### config.mk
export PLATFORM = sky130hd
export DESIGN_NAME = mips_hazard_sb_flat
export DESIGN_NICKNAME = d
export VERILOG_FILES = /design/src/rtl/mips_pkg.sv /design/src/rtl/mips_hazard_sb_if.sv /design/src/rtl/mips_fwd_sel.sv /design/src/rtl/mips_hazard_sb.sv /design/src/flat_wrapper.sv
export SDC_FILE = /design/constraint.sdc
export NUM_CORES = 1
export LEC_CHECK = 0
export CAP_MARGIN = 20
export CELL_PAD_IN_SITES_DETAIL_PLACEMENT = 2
export CELL_PAD_IN_SITES_GLOBAL_PLACEMENT = 2
export CORE_MARGIN = 5
export CORE_UTILIZATION = 41
export DETAILED_ROUTE_END_ITERATION = 7
export PLACE_DENSITY = 0.94
export SLEW_MARGIN = 20
export SYNTH_ARGS = -nofsm -noshare
export SYNTH_HDL_FRONTEND = slang
export SYNTH_SLANG_ARGS = --single-unit
### constraint.sdc
create_clock -name clk -period 4.7 [get_ports clk]
set_input_delay 0.705 -clock clk [delete_from_list [all_inputs] [get_ports clk]]
set_output_delay 0.705 -clock clk [all_outputs]
set_load 0.01 [all_outputs]
### src/rtl/mips_pkg.sv
`default_nettype none
// ============================================================================
//  Module      : mips_pkg
//  Description : Shared definitions for the MIPS hazard scoreboard:
//                forwarding-select encodings, default latency width and
//                stall-counter width.
//  Revision    : 1.0 - initial release
// ============================================================================
package mips_pkg;

  // Default width of the per-register latency countdown.
  localparam int LATW_DEF    = 3;

  // Width of the saturating stall-cycle counter.
  localparam int STALL_CNT_W = 32;

  // Operand source select for the execute stage.
  typedef enum logic [1:0] {
    FWD_RF = 2'b00,  // register file
    FWD_W  = 2'b01,  // writeback-stage result
    FWD_M  = 2'b10   // memory-stage result
  } fwd_sel_e;

endpackage
`default_nettype wire

### src/rtl/mips_hazard_sb_if.sv
`default_nettype none
// ============================================================================
//  Module      : mips_hazard_sb_if
//  Description : Pipeline-control bundle between the decode/execute stages
//                and the hazard scoreboard.
//                slave  : scoreboard side (decode/E/M/W info in, stall and
//                         forwarding selects out)
//                master : pipeline side
//  Ports       : decode  - rs_d, rt_d, use_rs_d, use_rt_d, dst_d, wr_d,
//                          lat_d, valid_d
//                control - hold, flush_e
//                execute - rs_e, rt_e
//                M / W   - wreg_m, regwrite_m, wreg_w, regwrite_w
//                outputs - stall_d, fwd_a_e, fwd_b_e, stall_cnt
//  Revision    : 1.0 - initial release
// ============================================================================
interface mips_hazard_sb_if #(
  parameter int AW   = 5,
  parameter int LATW = mips_pkg::LATW_DEF
);
  import mips_pkg::*;

  logic [AW-1:0]          rs_d;
  logic [AW-1:0]          rt_d;
  logic                   use_rs_d;
  logic                   use_rt_d;
  logic [AW-1:0]          dst_d;
  logic                   wr_d;
  logic [LATW-1:0]        lat_d;
  logic                   valid_d;
  logic                   hold;
  logic                   flush_e;
  logic [AW-1:0]          rs_e;
  logic [AW-1:0]          rt_e;
  logic [AW-1:0]          wreg_m;
  logic                   regwrite_m;
  logic [AW-1:0]          wreg_w;
  logic                   regwrite_w;
  logic                   stall_d;
  logic [1:0]             fwd_a_e;
  logic [1:0]             fwd_b_e;
  logic [STALL_CNT_W-1:0] stall_cnt;

  modport slave (
    input  rs_d, rt_d, use_rs_d, use_rt_d, dst_d, wr_d, lat_d, valid_d,
    input  hold, flush_e, rs_e, rt_e,
    input  wreg_m, regwrite_m, wreg_w, regwrite_w,
    output stall_d, fwd_a_e, fwd_b_e, stall_cnt
  );

  modport master (
    output rs_d, rt_d, use_rs_d, use_rt_d, dst_d, wr_d, lat_d, valid_d,
    output hold, flush_e, rs_e, rt_e,
    output wreg_m, regwrite_m, wreg_w, regwrite_w,
    input  stall_d, fwd_a_e, fwd_b_e, stall_cnt
  );

endinterface
`default_nettype wire

### src/rtl/mips_fwd_sel.sv
`default_nettype none
// ============================================================================
//  Module      : mips_fwd_sel
//  Description : Forwarding select for one execute-stage source operand.
//                M-stage result wins over W-stage; register 0 never
//                forwards.
//  Ports       : i_rs         - execute-stage source index
//                i_wreg_m     - M-stage destination, i_regwrite_m its enable
//                i_wreg_w     - W-stage destination, i_regwrite_w its enable
//                o_fwd        - operand select (FWD_RF / FWD_W / FWD_M)
//  Revision    : 1.0 - initial release
// ============================================================================
module mips_fwd_sel
  import mips_pkg::*;
#(
  parameter int AW = 5
) (
  input  logic [AW-1:0] i_rs,
  input  logic [AW-1:0] i_wreg_m,
  input  logic          i_regwrite_m,
  input  logic [AW-1:0] i_wreg_w,
  input  logic          i_regwrite_w,
  output logic [1:0]    o_fwd
);

  logic w_hit_m;
  logic w_hit_w;

  assign w_hit_m = i_regwrite_m & (i_wreg_m != '0) & (i_wreg_m == i_rs);
  assign w_hit_w = i_regwrite_w & (i_wreg_w != '0) & (i_wreg_w == i_rs);

  always_comb begin
    o_fwd = FWD_RF;
    if (w_hit_m) begin
      o_fwd = FWD_M;
    end else if (w_hit_w) begin
      o_fwd = FWD_W;
    end
  end

endmodule
`default_nettype wire

### src/rtl/mips_hazard_sb.sv
`default_nettype none
// ============================================================================
//  Module      : mips_hazard_sb
//  Description : Latency scoreboard hazard unit for an in-order MIPS pipe.
//                Each architectural register carries a countdown of cycles
//                until its pending result becomes forwardable; decode stalls
//                on RAW/WAW against busy registers. Also produces E-stage
//                forwarding selects and a saturating stall-cycle counter.
//  Ports       : clk   - clock, rising edge
//                reset - asynchronous, active-low reset
//                bus   - mips_hazard_sb_if.slave pipeline-control bundle
//  Revision    : 1.0 - initial release
// ============================================================================
module mips_hazard_sb
  import mips_pkg::*;
#(
  parameter int NREG = 32,
  parameter int AW   = 5,
  parameter int LATW = LATW_DEF
) (
  input  logic             clk,
  input  logic             reset,
  mips_hazard_sb_if.slave  bus
);

  logic [NREG-1:0]        w_busy;
  logic                   w_stall;
  logic                   w_issue;
  logic                   w_load;
  logic                   w_flush_hit;
  logic                   r_last_vld;
  logic [AW-1:0]          r_last_dst;
  logic [STALL_CNT_W-1:0] r_stall_cnt;

  // Gating with reset keeps stall low while reset is held even though the
  // counts are already clear.
  assign w_stall = reset & bus.valid_d &
                   ((bus.use_rs_d & w_busy[bus.rs_d]) |
                    (bus.use_rt_d & w_busy[bus.rt_d]) |
                    (bus.wr_d     & w_busy[bus.dst_d]));

  assign w_issue = bus.valid_d & ~w_stall & ~bus.hold;

  // Only multi-cycle producers to a real register occupy the scoreboard;
  // ALU-class results are covered by plain forwarding.
  assign w_load  = w_issue & bus.wr_d & (bus.dst_d != '0) & (bus.lat_d != '0);

  // A flush only cancels something if the instruction now in E loaded an
  // entry when it issued last cycle.
  assign w_flush_hit = bus.flush_e & r_last_vld;

  // --------------------------------------------------------------------------
  // Per-register countdowns. Register 0 has no storage and is never busy.
  // Priority within a non-hold cycle: load, flush-clear, decrement.
  // A load cannot collide with the flush target: the flushed register is
  // still busy this cycle, so its WAW check blocks the issue.
  // --------------------------------------------------------------------------
  genvar gi;
  generate
    for (gi = 0; gi < NREG; gi++) begin : g_ent
      if (gi == 0) begin : g_zero
        assign w_busy[gi] = 1'b0;
      end else begin : g_cnt
        localparam logic [AW-1:0] c_idx = AW'(gi);
        logic [LATW-1:0] r_cnt;

        always_ff @(posedge clk or negedge reset) begin
          if (!reset) begin
            r_cnt <= '0;
          end else if (!bus.hold) begin
            if (w_load && (bus.dst_d == c_idx)) begin
              r_cnt <= bus.lat_d;
            end else if (w_flush_hit && (r_last_dst == c_idx)) begin
              r_cnt <= '0;
            end else if (r_cnt != '0) begin
              r_cnt <= r_cnt - LATW'(1);
            end
          end
        end

        assign w_busy[gi] = |r_cnt;
      end
    end
  endgenerate

  // Remember which entry the instruction now entering E loaded, so a flush
  // next cycle can release it. Frozen along with everything else on hold.
  always_ff @(posedge clk or negedge reset) begin
    if (!reset) begin
      r_last_vld <= 1'b0;
      r_last_dst <= '0;
    end else if (!bus.hold) begin
      r_last_vld <= w_load;
      if (w_load) begin
        r_last_dst <= bus.dst_d;
      end
    end
  end

  // Stall cycles are counted whether or not the pipe is held.
  always_ff @(posedge clk or negedge reset) begin
    if (!reset) begin
      r_stall_cnt <= '0;
    end else if (w_stall && (r_stall_cnt != '1)) begin
      r_stall_cnt <= r_stall_cnt + STALL_CNT_W'(1);
    end
  end

  assign bus.stall_d   = w_stall;
  assign bus.stall_cnt = r_stall_cnt;

  mips_fwd_sel #(.AW(AW)) u_fwd_a (
    .i_rs         (bus.rs_e),
    .i_wreg_m     (bus.wreg_m),
    .i_regwrite_m (bus.regwrite_m),
    .i_wreg_w     (bus.wreg_w),
    .i_regwrite_w (bus.regwrite_w),
    .o_fwd        (bus.fwd_a_e)
  );

  mips_fwd_sel #(.AW(AW)) u_fwd_b (
    .i_rs         (bus.rt_e),
    .i_wreg_m     (bus.wreg_m),
    .i_regwrite_m (bus.regwrite_m),
    .i_wreg_w     (bus.wreg_w),
    .i_regwrite_w (bus.regwrite_w),
    .o_fwd        (bus.fwd_b_e)
  );

endmodule
`default_nettype wire

### src/flat_wrapper.sv
// flat-port wrapper written by rule: the top's interface ports become plain ports
module mips_hazard_sb_flat import mips_pkg::*;
#(
  parameter int NREG = 32,
  parameter int AW   = 5,
  parameter int LATW = LATW_DEF
)
  (clk, reset, bus_rs_d, bus_rt_d, bus_use_rs_d, bus_use_rt_d, bus_dst_d, bus_wr_d, bus_lat_d, bus_valid_d, bus_hold, bus_flush_e, bus_rs_e, bus_rt_e, bus_wreg_m, bus_regwrite_m, bus_wreg_w, bus_regwrite_w, bus_stall_d, bus_fwd_a_e, bus_fwd_b_e, bus_stall_cnt);
  mips_hazard_sb_if #(.AW(AW), .LATW(LATW)) bus_i ();
  input  logic clk;
  input  logic reset;
  input wire logic [$bits(bus_i.rs_d)-1:0] bus_rs_d;
  input wire logic [$bits(bus_i.rt_d)-1:0] bus_rt_d;
  input wire logic [$bits(bus_i.use_rs_d)-1:0] bus_use_rs_d;
  input wire logic [$bits(bus_i.use_rt_d)-1:0] bus_use_rt_d;
  input wire logic [$bits(bus_i.dst_d)-1:0] bus_dst_d;
  input wire logic [$bits(bus_i.wr_d)-1:0] bus_wr_d;
  input wire logic [$bits(bus_i.lat_d)-1:0] bus_lat_d;
  input wire logic [$bits(bus_i.valid_d)-1:0] bus_valid_d;
  input wire logic [$bits(bus_i.hold)-1:0] bus_hold;
  input wire logic [$bits(bus_i.flush_e)-1:0] bus_flush_e;
  input wire logic [$bits(bus_i.rs_e)-1:0] bus_rs_e;
  input wire logic [$bits(bus_i.rt_e)-1:0] bus_rt_e;
  input wire logic [$bits(bus_i.wreg_m)-1:0] bus_wreg_m;
  input wire logic [$bits(bus_i.regwrite_m)-1:0] bus_regwrite_m;
  input wire logic [$bits(bus_i.wreg_w)-1:0] bus_wreg_w;
  input wire logic [$bits(bus_i.regwrite_w)-1:0] bus_regwrite_w;
  output wire logic [$bits(bus_i.stall_d)-1:0] bus_stall_d;
  output wire logic [$bits(bus_i.fwd_a_e)-1:0] bus_fwd_a_e;
  output wire logic [$bits(bus_i.fwd_b_e)-1:0] bus_fwd_b_e;
  output wire logic [$bits(bus_i.stall_cnt)-1:0] bus_stall_cnt;
  assign bus_i.rs_d = bus_rs_d;
  assign bus_i.rt_d = bus_rt_d;
  assign bus_i.use_rs_d = bus_use_rs_d;
  assign bus_i.use_rt_d = bus_use_rt_d;
  assign bus_i.dst_d = bus_dst_d;
  assign bus_i.wr_d = bus_wr_d;
  assign bus_i.lat_d = bus_lat_d;
  assign bus_i.valid_d = bus_valid_d;
  assign bus_i.hold = bus_hold;
  assign bus_i.flush_e = bus_flush_e;
  assign bus_i.rs_e = bus_rs_e;
  assign bus_i.rt_e = bus_rt_e;
  assign bus_i.wreg_m = bus_wreg_m;
  assign bus_i.regwrite_m = bus_regwrite_m;
  assign bus_i.wreg_w = bus_wreg_w;
  assign bus_i.regwrite_w = bus_regwrite_w;
  assign bus_stall_d = bus_i.stall_d;
  assign bus_fwd_a_e = bus_i.fwd_a_e;
  assign bus_fwd_b_e = bus_i.fwd_b_e;
  assign bus_stall_cnt = bus_i.stall_cnt;
  mips_hazard_sb #(.NREG(NREG), .AW(AW), .LATW(LATW)) u_core (.clk(clk), .reset(reset), .bus(bus_i));
endmodule
# == Word-level counts from Yosys, hierarchy flattened ==
# Index checks and enable logic that the tools add are counted.
# Widths: inputs -> output; s select.
# word_totals
input_bits,48
ff_bits,131
output_inout_bits,37
wordCells,452
# classes
n_lt_le_gt_ge,3
n_eq_ne,67
bitwise_logic,21
reduce_logical,192
mux,103
addsub,32
# ops
cell,count
$mux 3,93
$reduce_bool 3->1,63
$eq 5x5->1 const B,32
$reduce_or 3->1,31
$sub 3x1->3 const B,31
$eq 5x4->1 const B,16
$reduce_and 2->1,32
$logic_and 1x1->1,63
$eq 5x3->1 const B,8
$add 32x1->32 const B,1
$ne 32x32->1 const B,1
$eq 5x2->1 const B,4
$eq 5x5->1,4
$lt 5x6->1 const B,3
$and 1x1->1,17
$bmux 1 s5,3
$reduce_bool 5->1,3
$eq 5x1->1 const B,2
$mux 1,5
$mux 2,2
$not 1->1,2
$or 1x1->1,2

# == Longest topological paths before layout ==
# depth
word_depth,16
mapped_depth,14
mapped_depth_nobuf,13

# == Modules after synthesis ==
# From an unflattened synthesis, not the netlist that was laid out.
# unflattened
cells_unflattened,1239
area_unflattened_um2,10513.8
# modules_own_cells
mod,cells_per_inst,instances,area_each_um2
mips_hazard_sb,1197,1,10196.0
mips_fwd_sel,21,2,158.9

# == Worst setup path before layout ==
# OpenSTA, ideal clock, no wires.
# synth_timing
path_type,input to register
from,input bus_rt_d[0]
to,register u_core.g_ent[15].g_cnt.r_cnt[1]
t_arrival_ns,2.904
n_path_buf,1
path_slack_ns,1.671
path_stages,11
cell_sequence,buf_4 or4b_1 nand3_1 o221ai_1 o311ai_1 nand2_2 o21ai_4 inv_2 nor2_2 mux2_2 mux2_4
# synth_between
elab_chain_cells,15
elab_cells_between_ends,16
# synth_lines
item,line,rtl
from (decl),flat_wrapper.sv:13,input wire logic [$bits(bus_i.rt_d)-1:0] bus_rt_d;
$bmux 1 s5 *,mips_hazard_sb.sv:39,(bus.use_rt_d & w_busy[bus.rt_d]) |
$mux 1 (not written as such) *,mips_hazard_sb.sv:39,
$and 1x1->1 *,mips_hazard_sb.sv:39,
$or 1x1->1 *,mips_hazard_sb.sv:38,((bus.use_rs_d & w_busy[bus.rs_d]) |
$or 1x1->1 *,mips_hazard_sb.sv:39,
$and 1x1->1 *,mips_hazard_sb.sv:37,assign w_stall = reset & bus.valid_d &
via bus_stall_d,flat_wrapper.sv:28,output wire logic [$bits(bus_i.stall_d)-1:0] bus_stall_d;
$not 1->1 *,mips_hazard_sb.sv:42,assign w_issue = bus.valid_d & ~w_stall & ~bus.hold;
$and 1x1->1 * (2 in a row),mips_hazard_sb.sv:42,
$and 1x1->1 * (3 in a row),mips_hazard_sb.sv:46,assign w_load = w_issue & bus.wr_d & (bus.dst_d != '0) & (bus.lat_d != '0);
$logic_and 1x1->1 *,mips_hazard_sb.sv:71,if (w_load && (bus.dst_d == c_idx)) begin
$reduce_bool 3->1 (no line),-,
$reduce_and 2->1 (no line),-,
to (signal assigned),mips_hazard_sb.sv:72,r_cnt <= bus.lat_d;
to (signal assigned),mips_hazard_sb.sv:76,r_cnt <= r_cnt - LATW'(1);
to (decl),mips_hazard_sb.sv:65,logic [LATW-1:0] r_cnt;
# Mark *: on every way through the listed nets, which the timed path passes. The rest lies on a longest branch. The select of a mux whose other input is x is not followed.
# A chain may end at the register's enable or synchronous reset.

# == Worst setup path after layout ==
# layout_timing
from,register u_core.g_ent[18].g_cnt.r_cnt[0]
to,register u_core.g_ent[19].g_cnt.r_cnt[0]
# layout_between
elab_chain_cells,16
elab_cells_between_ends,23
# layout_lines
item,line,rtl
from (decl),mips_hazard_sb.sv:65,
from (signal assigned),mips_hazard_sb.sv:72,
from (signal assigned),mips_hazard_sb.sv:76,
$reduce_or 3->1 *,mips_hazard_sb.sv:81,assign w_busy[gi] = |r_cnt;
"$bmux 1 s5, on equally long branches","mips_hazard_sb.sv:38, mips_hazard_sb.sv:39",
"$mux 1, on equally long branches","mips_hazard_sb.sv:38, mips_hazard_sb.sv:39",
"$and 1x1->1, on equally long branches","mips_hazard_sb.sv:38, mips_hazard_sb.sv:39",
$or 1x1->1,mips_hazard_sb.sv:38,
$or 1x1->1 *,mips_hazard_sb.sv:39,
$and 1x1->1 *,mips_hazard_sb.sv:37,
$not 1->1 *,mips_hazard_sb.sv:42,
$and 1x1->1 * (2 in a row),mips_hazard_sb.sv:42,
$and 1x1->1 * (3 in a row),mips_hazard_sb.sv:46,
$logic_and 1x1->1 *,mips_hazard_sb.sv:71,
$reduce_bool 3->1 (no line),-,
$reduce_and 2->1 (no line),-,
to (signal assigned),mips_hazard_sb.sv:72,
to (signal assigned),mips_hazard_sb.sv:76,
to (decl),mips_hazard_sb.sv:65,
# Mark *: on every way between the ends. The rest lies on a longest branch, timed or not. The select of a mux whose other input is x is not followed.

==> flow_metrics.tcl <==
set metrics [dict create \
    mappedNetlistArea_um2 10600 \
    remaining_drc_errors 0 \
    cts.repair.resized 0 \
    drt-vias-per-instance 6.71 \
    place_worst_setup_slack_ns 0.103 \
    area.growth.synth_to_final_pct 16.5 \
    final-setup-viol-count 0 \
    timing.critical_path.depth 12 \
    post_synth_inst_count 1147 \
    share_of_the_yosys_chip_area_belonging_to_registers 0.311 \
    setup.worst_path.class "flip-flop to flip-flop" \
    syn-num-nets 1258 \
    grt_pass1_vias 11900 \
    synth_area_per_cell_um2 9.20 \
    cts_root_buf "sky130_fd_sc_hd__clkbuf_16" \
    period_minus_slack_ns 4.56 \
    fin_worst_skew_ns 0.0115 \
    achievable-frequency_ghz 0.219 \
    htree_levels 4 \
    grt_setup_unrepaired "no" \
    core_area_um2 25300 \
    setup.worst_path.start_class "flip-flop" \
    grt_antenna_before_repair 0 \
    route.vias.total 10500 \
    wire_length_of_the_first_global_routing_pass_mm 74.4 \
    crit_slowest_cell "sky130_fd_sc_hd__nor2b_1" \
    final-instance-count-excl-fill 1564 \
    p_leak_nw 5.60 \
    wirelength_mm 48.9 \
    ys_async_sr_fraction 1.00 \
    synth-edff-count 0 \
    worst_setup_hold_path_clk_slew_ns 0.08 \
    fin_setup_tns_ns 0 \
    final_nets 1332 \
    power_density_nw_per_um2 588 \
    synth_ff_type "sky130_fd_sc_hd__dfrtp_1" \
    diodes 0 \
    postCtsHoldBufs 0 \
    final_min_period_over_clock_period 0.971 \
    share_comb_of_total_power 0.521 \
    postCtsSetupBuffers 0 \
    drtIter0Drc 914 \
    yosys-top-cells-count "131 x sky130_fd_sc_hd__dfrtp_1, 103 x sky130_fd_sc_hd__nor2_1, 79 x sky130_fd_sc_hd__inv_1" \
    max_slew_margin 0.265 \
    total_switching_power_mw 3.39 \
    synth_area_leader_cell "sky130_fd_sc_hd__dfrtp_1" \
    final_hold_viol_count 0 \
    dpl.hpwl_mm 32.0 \
    synth_top_cells_by_area "sky130_fd_sc_hd__dfrtp_1 31%, sky130_fd_sc_hd__ha_1 7.5%, sky130_fd_sc_hd__mux2i_1 6.8%, sky130_fd_sc_hd__nor2_1 3.7%, sky130_fd_sc_hd__xor2_1 3.7%" \
    tritoncts "done" \
    most_frequently_used_cell_type_in_the_post_synthesis_netlist "sky130_fd_sc_hd__dfrtp_1" \
    critPathBufInv 2 \
    gp_congestion 0.935 \
    postSynthRegisterBits 131 \
    initial_core_utilization 0.418 \
    switching_share 0.469 \
    critical_path.cell_chain "inv_1 > ha_1 > nor2b_1 > mux4_2 > nand3_1 > o211ai_1 > nand4_2 > o21ai_4 > buf_4 > nand4_1 > a31oi_1 > o22ai_1" \
    critPathMaxFanout 39 \
    worst_slew_pin_slew_ns 1.10 \
    status "completed" \
    yosys.cell_types.count 95 \
    grt_overflow_total 0 \
    wire_per_inst_um 31.2 \
    power.internal_mw 3.84 \
    cp_data_required_time_ns 4.96 \
    p_seq_frac 0.283 \
    maxCapViolCount 0 \
    worst_ir_drop_vdd_uv 287 \
    largest_net_degree_at_the_start_of_global_routing 80 \
    maximum_number_of_buffers_from_clock_root_to_sink 2 \
    grt_use_total 0.336 \
    timing.critical_path.max_delay_family "simple AND/OR/NAND/NOR gates" \
    critical_path.endpoint_type "flip-flop" \
    min_path_type "input pin to asynchronous set/reset pin" \
    worst-endpoint-arrival_ns 4.82 \
    max_incr_delay_on_cp_ns 0.75 \
    final_util 0.487 \
    place.port_buffers 84 \
    synth-warning-count 0 \
    detailedRoute.firstPassIterationCount 5 \
    insertion_delay_ns 0.47 \
    clock_sinks 131 \
    std_cell_rows 58 \
    die_width_um 170 \
    die-area_um2 29100 \
    placedCellCount 1532 \
    post_route_cells_drive_above_1_share 0.126 \
    final_antenna_net_count 0 \
    final-max-slew-violation-count 0 \
    cts_buf_count 17 \
    post_route_worst_setup_slack_ns 0.137 \
    worstRegToRegCells 12 \
    pwr-share-clk 0.196 \
    die-height_um 170 \
    top_level_ports 85 \
    netlist.area_leader.share 0.311 \
]
[worst reg2reg max path, delay by kind of cell (launching register included)]
| family | cells | cell delay [ns] |
|---|---|---|
| buffers and inverters | 2 | 0.77 |
| adder cells (fa/ha/maj) | 1 | 0.19 |
| flip-flops | 1 | 0.40 |
| AO/OA/AOI/OAI | 4 | 0.99 |
| multiplexers | 1 | 0.46 |
| AND/OR/NAND/NOR | 4 | 1.57 |
[worst paths after layout]
path,to,slack [ns],from
max in group asynchronous,u_core.r_last_dst[4]$_DFFE_PN0P_,2.70,reset
setup / recovery,u_core.g_ent[19].g_cnt.r_cnt[0]$_DFFE_PN0P_,0.14,u_core.g_ent[18].g_cnt.r_cnt[0]$_DFFE_PN0P_
hold / removal,u_core.bus.stall_cnt[26]$_DFFE_PN0P_,0.12,reset
setup reg to reg,u_core.g_ent[19].g_cnt.r_cnt[0]$_DFFE_PN0P_,0.14,u_core.g_ent[18].g_cnt.r_cnt[0]$_DFFE_PN0P_
hold reg to reg,u_core.bus.stall_cnt[29]$_DFFE_PN0P_,0.50,u_core.bus.stall_cnt[29]$_DFFE_PN0P_
min in group clk,u_core.bus.stall_cnt[29]$_DFFE_PN0P_,0.50,u_core.bus.stall_cnt[29]$_DFFE_PN0P_
[sequential cells by signal, indices dropped and copies added (netlist names)]
name,flops
u_core.r_last_dst,5
u_core.g_ent.g_cnt.r_cnt,93
u_core.r_last_vld,1
u_core.bus.stall_cnt,32
[layout by cell type, fill, tap and decap left out, types with 38 or more instances in the layout]
cell and n:
sky130_fd_sc_hd__dfrtp_1 131, sky130_fd_sc_hd__nor2_1 103, sky130_fd_sc_hd__clkdlybuf4s50_1 82, sky130_fd_sc_hd__inv_1 79, sky130_fd_sc_hd__mux2i_1 72, sky130_fd_sc_hd__nand2_1 68, sky130_fd_sc_hd__ha_1 63, sky130_fd_sc_hd__xor2_1 44
sky130_fd_sc_hd__nor3_1 38, sky130_fd_sc_hd__a31oi_1 38
[per-layer routing]
layer | up-vias | routed length, µm | global-route usage
li1 | 4315 | - | -
met1 | 5347 | 18500 | 0.387
met2 | 604 | 23800 | 0.576
met3 | 234 | 3750 | 0.0776
met4 | 0 | 2890 | 0.184
met5 | - | 0 | 0
[final cells by class]
cell class,instances,area (µm²)
Timing Repair Buffer,112,1050
Clock inverter,15,158
Clock buffer,17,425
Inverter,82,308
Fill cell,2668,13000
Multi-Input combinational cell,877,6670
Tap cell,330,413
Sequential cell,131,3280
[through the flow]
stage	cell area (µm²)	hold slack (ns)	total power, mW
after CTS	12300	0.117	7.12
final	12300	0.117	7.23
after global routing	12300	0.139	7.53
after floorplan	10600	0.409	4.21
after global placement	11700	0.472	4.98
after detailed placement	11700	0.483	5.43
[logic make-up (layout without fill, tap and decap cells)]
| family | Yosys count | after routing | synth area share |
|---|---|---|---|
| AOI/OAI and AO/OA | 208 | 208 | 0.143 |
| xor gates and xnor gates | 66 | 66 | 0.0548 |
| adders and majority gates | 63 | 63 | 0.0747 |
| buffers and inverters | 139 | 226 | 0.0583 |
| DFF | 131 | 131 | 0.311 |
| and+or+nand+nor | 428 | 428 | 0.237 |
| muxes | 112 | 112 | 0.121 |
[power by group through the flow]
stage | Clock (mW) | Sequential (mW) | Combinational (mW)
floorplan | 0 | 1.83 | 2.39
global placement | 0 | 1.92 | 3.06
detailed placement | 0 | 1.98 | 3.44
CTS | 1.42 | 2.01 | 3.69
global route | 1.45 | 2.07 | 4.01
finish | 1.41 | 2.05 | 3.77
Note: power is estimated with default switching activity, not from simulation.
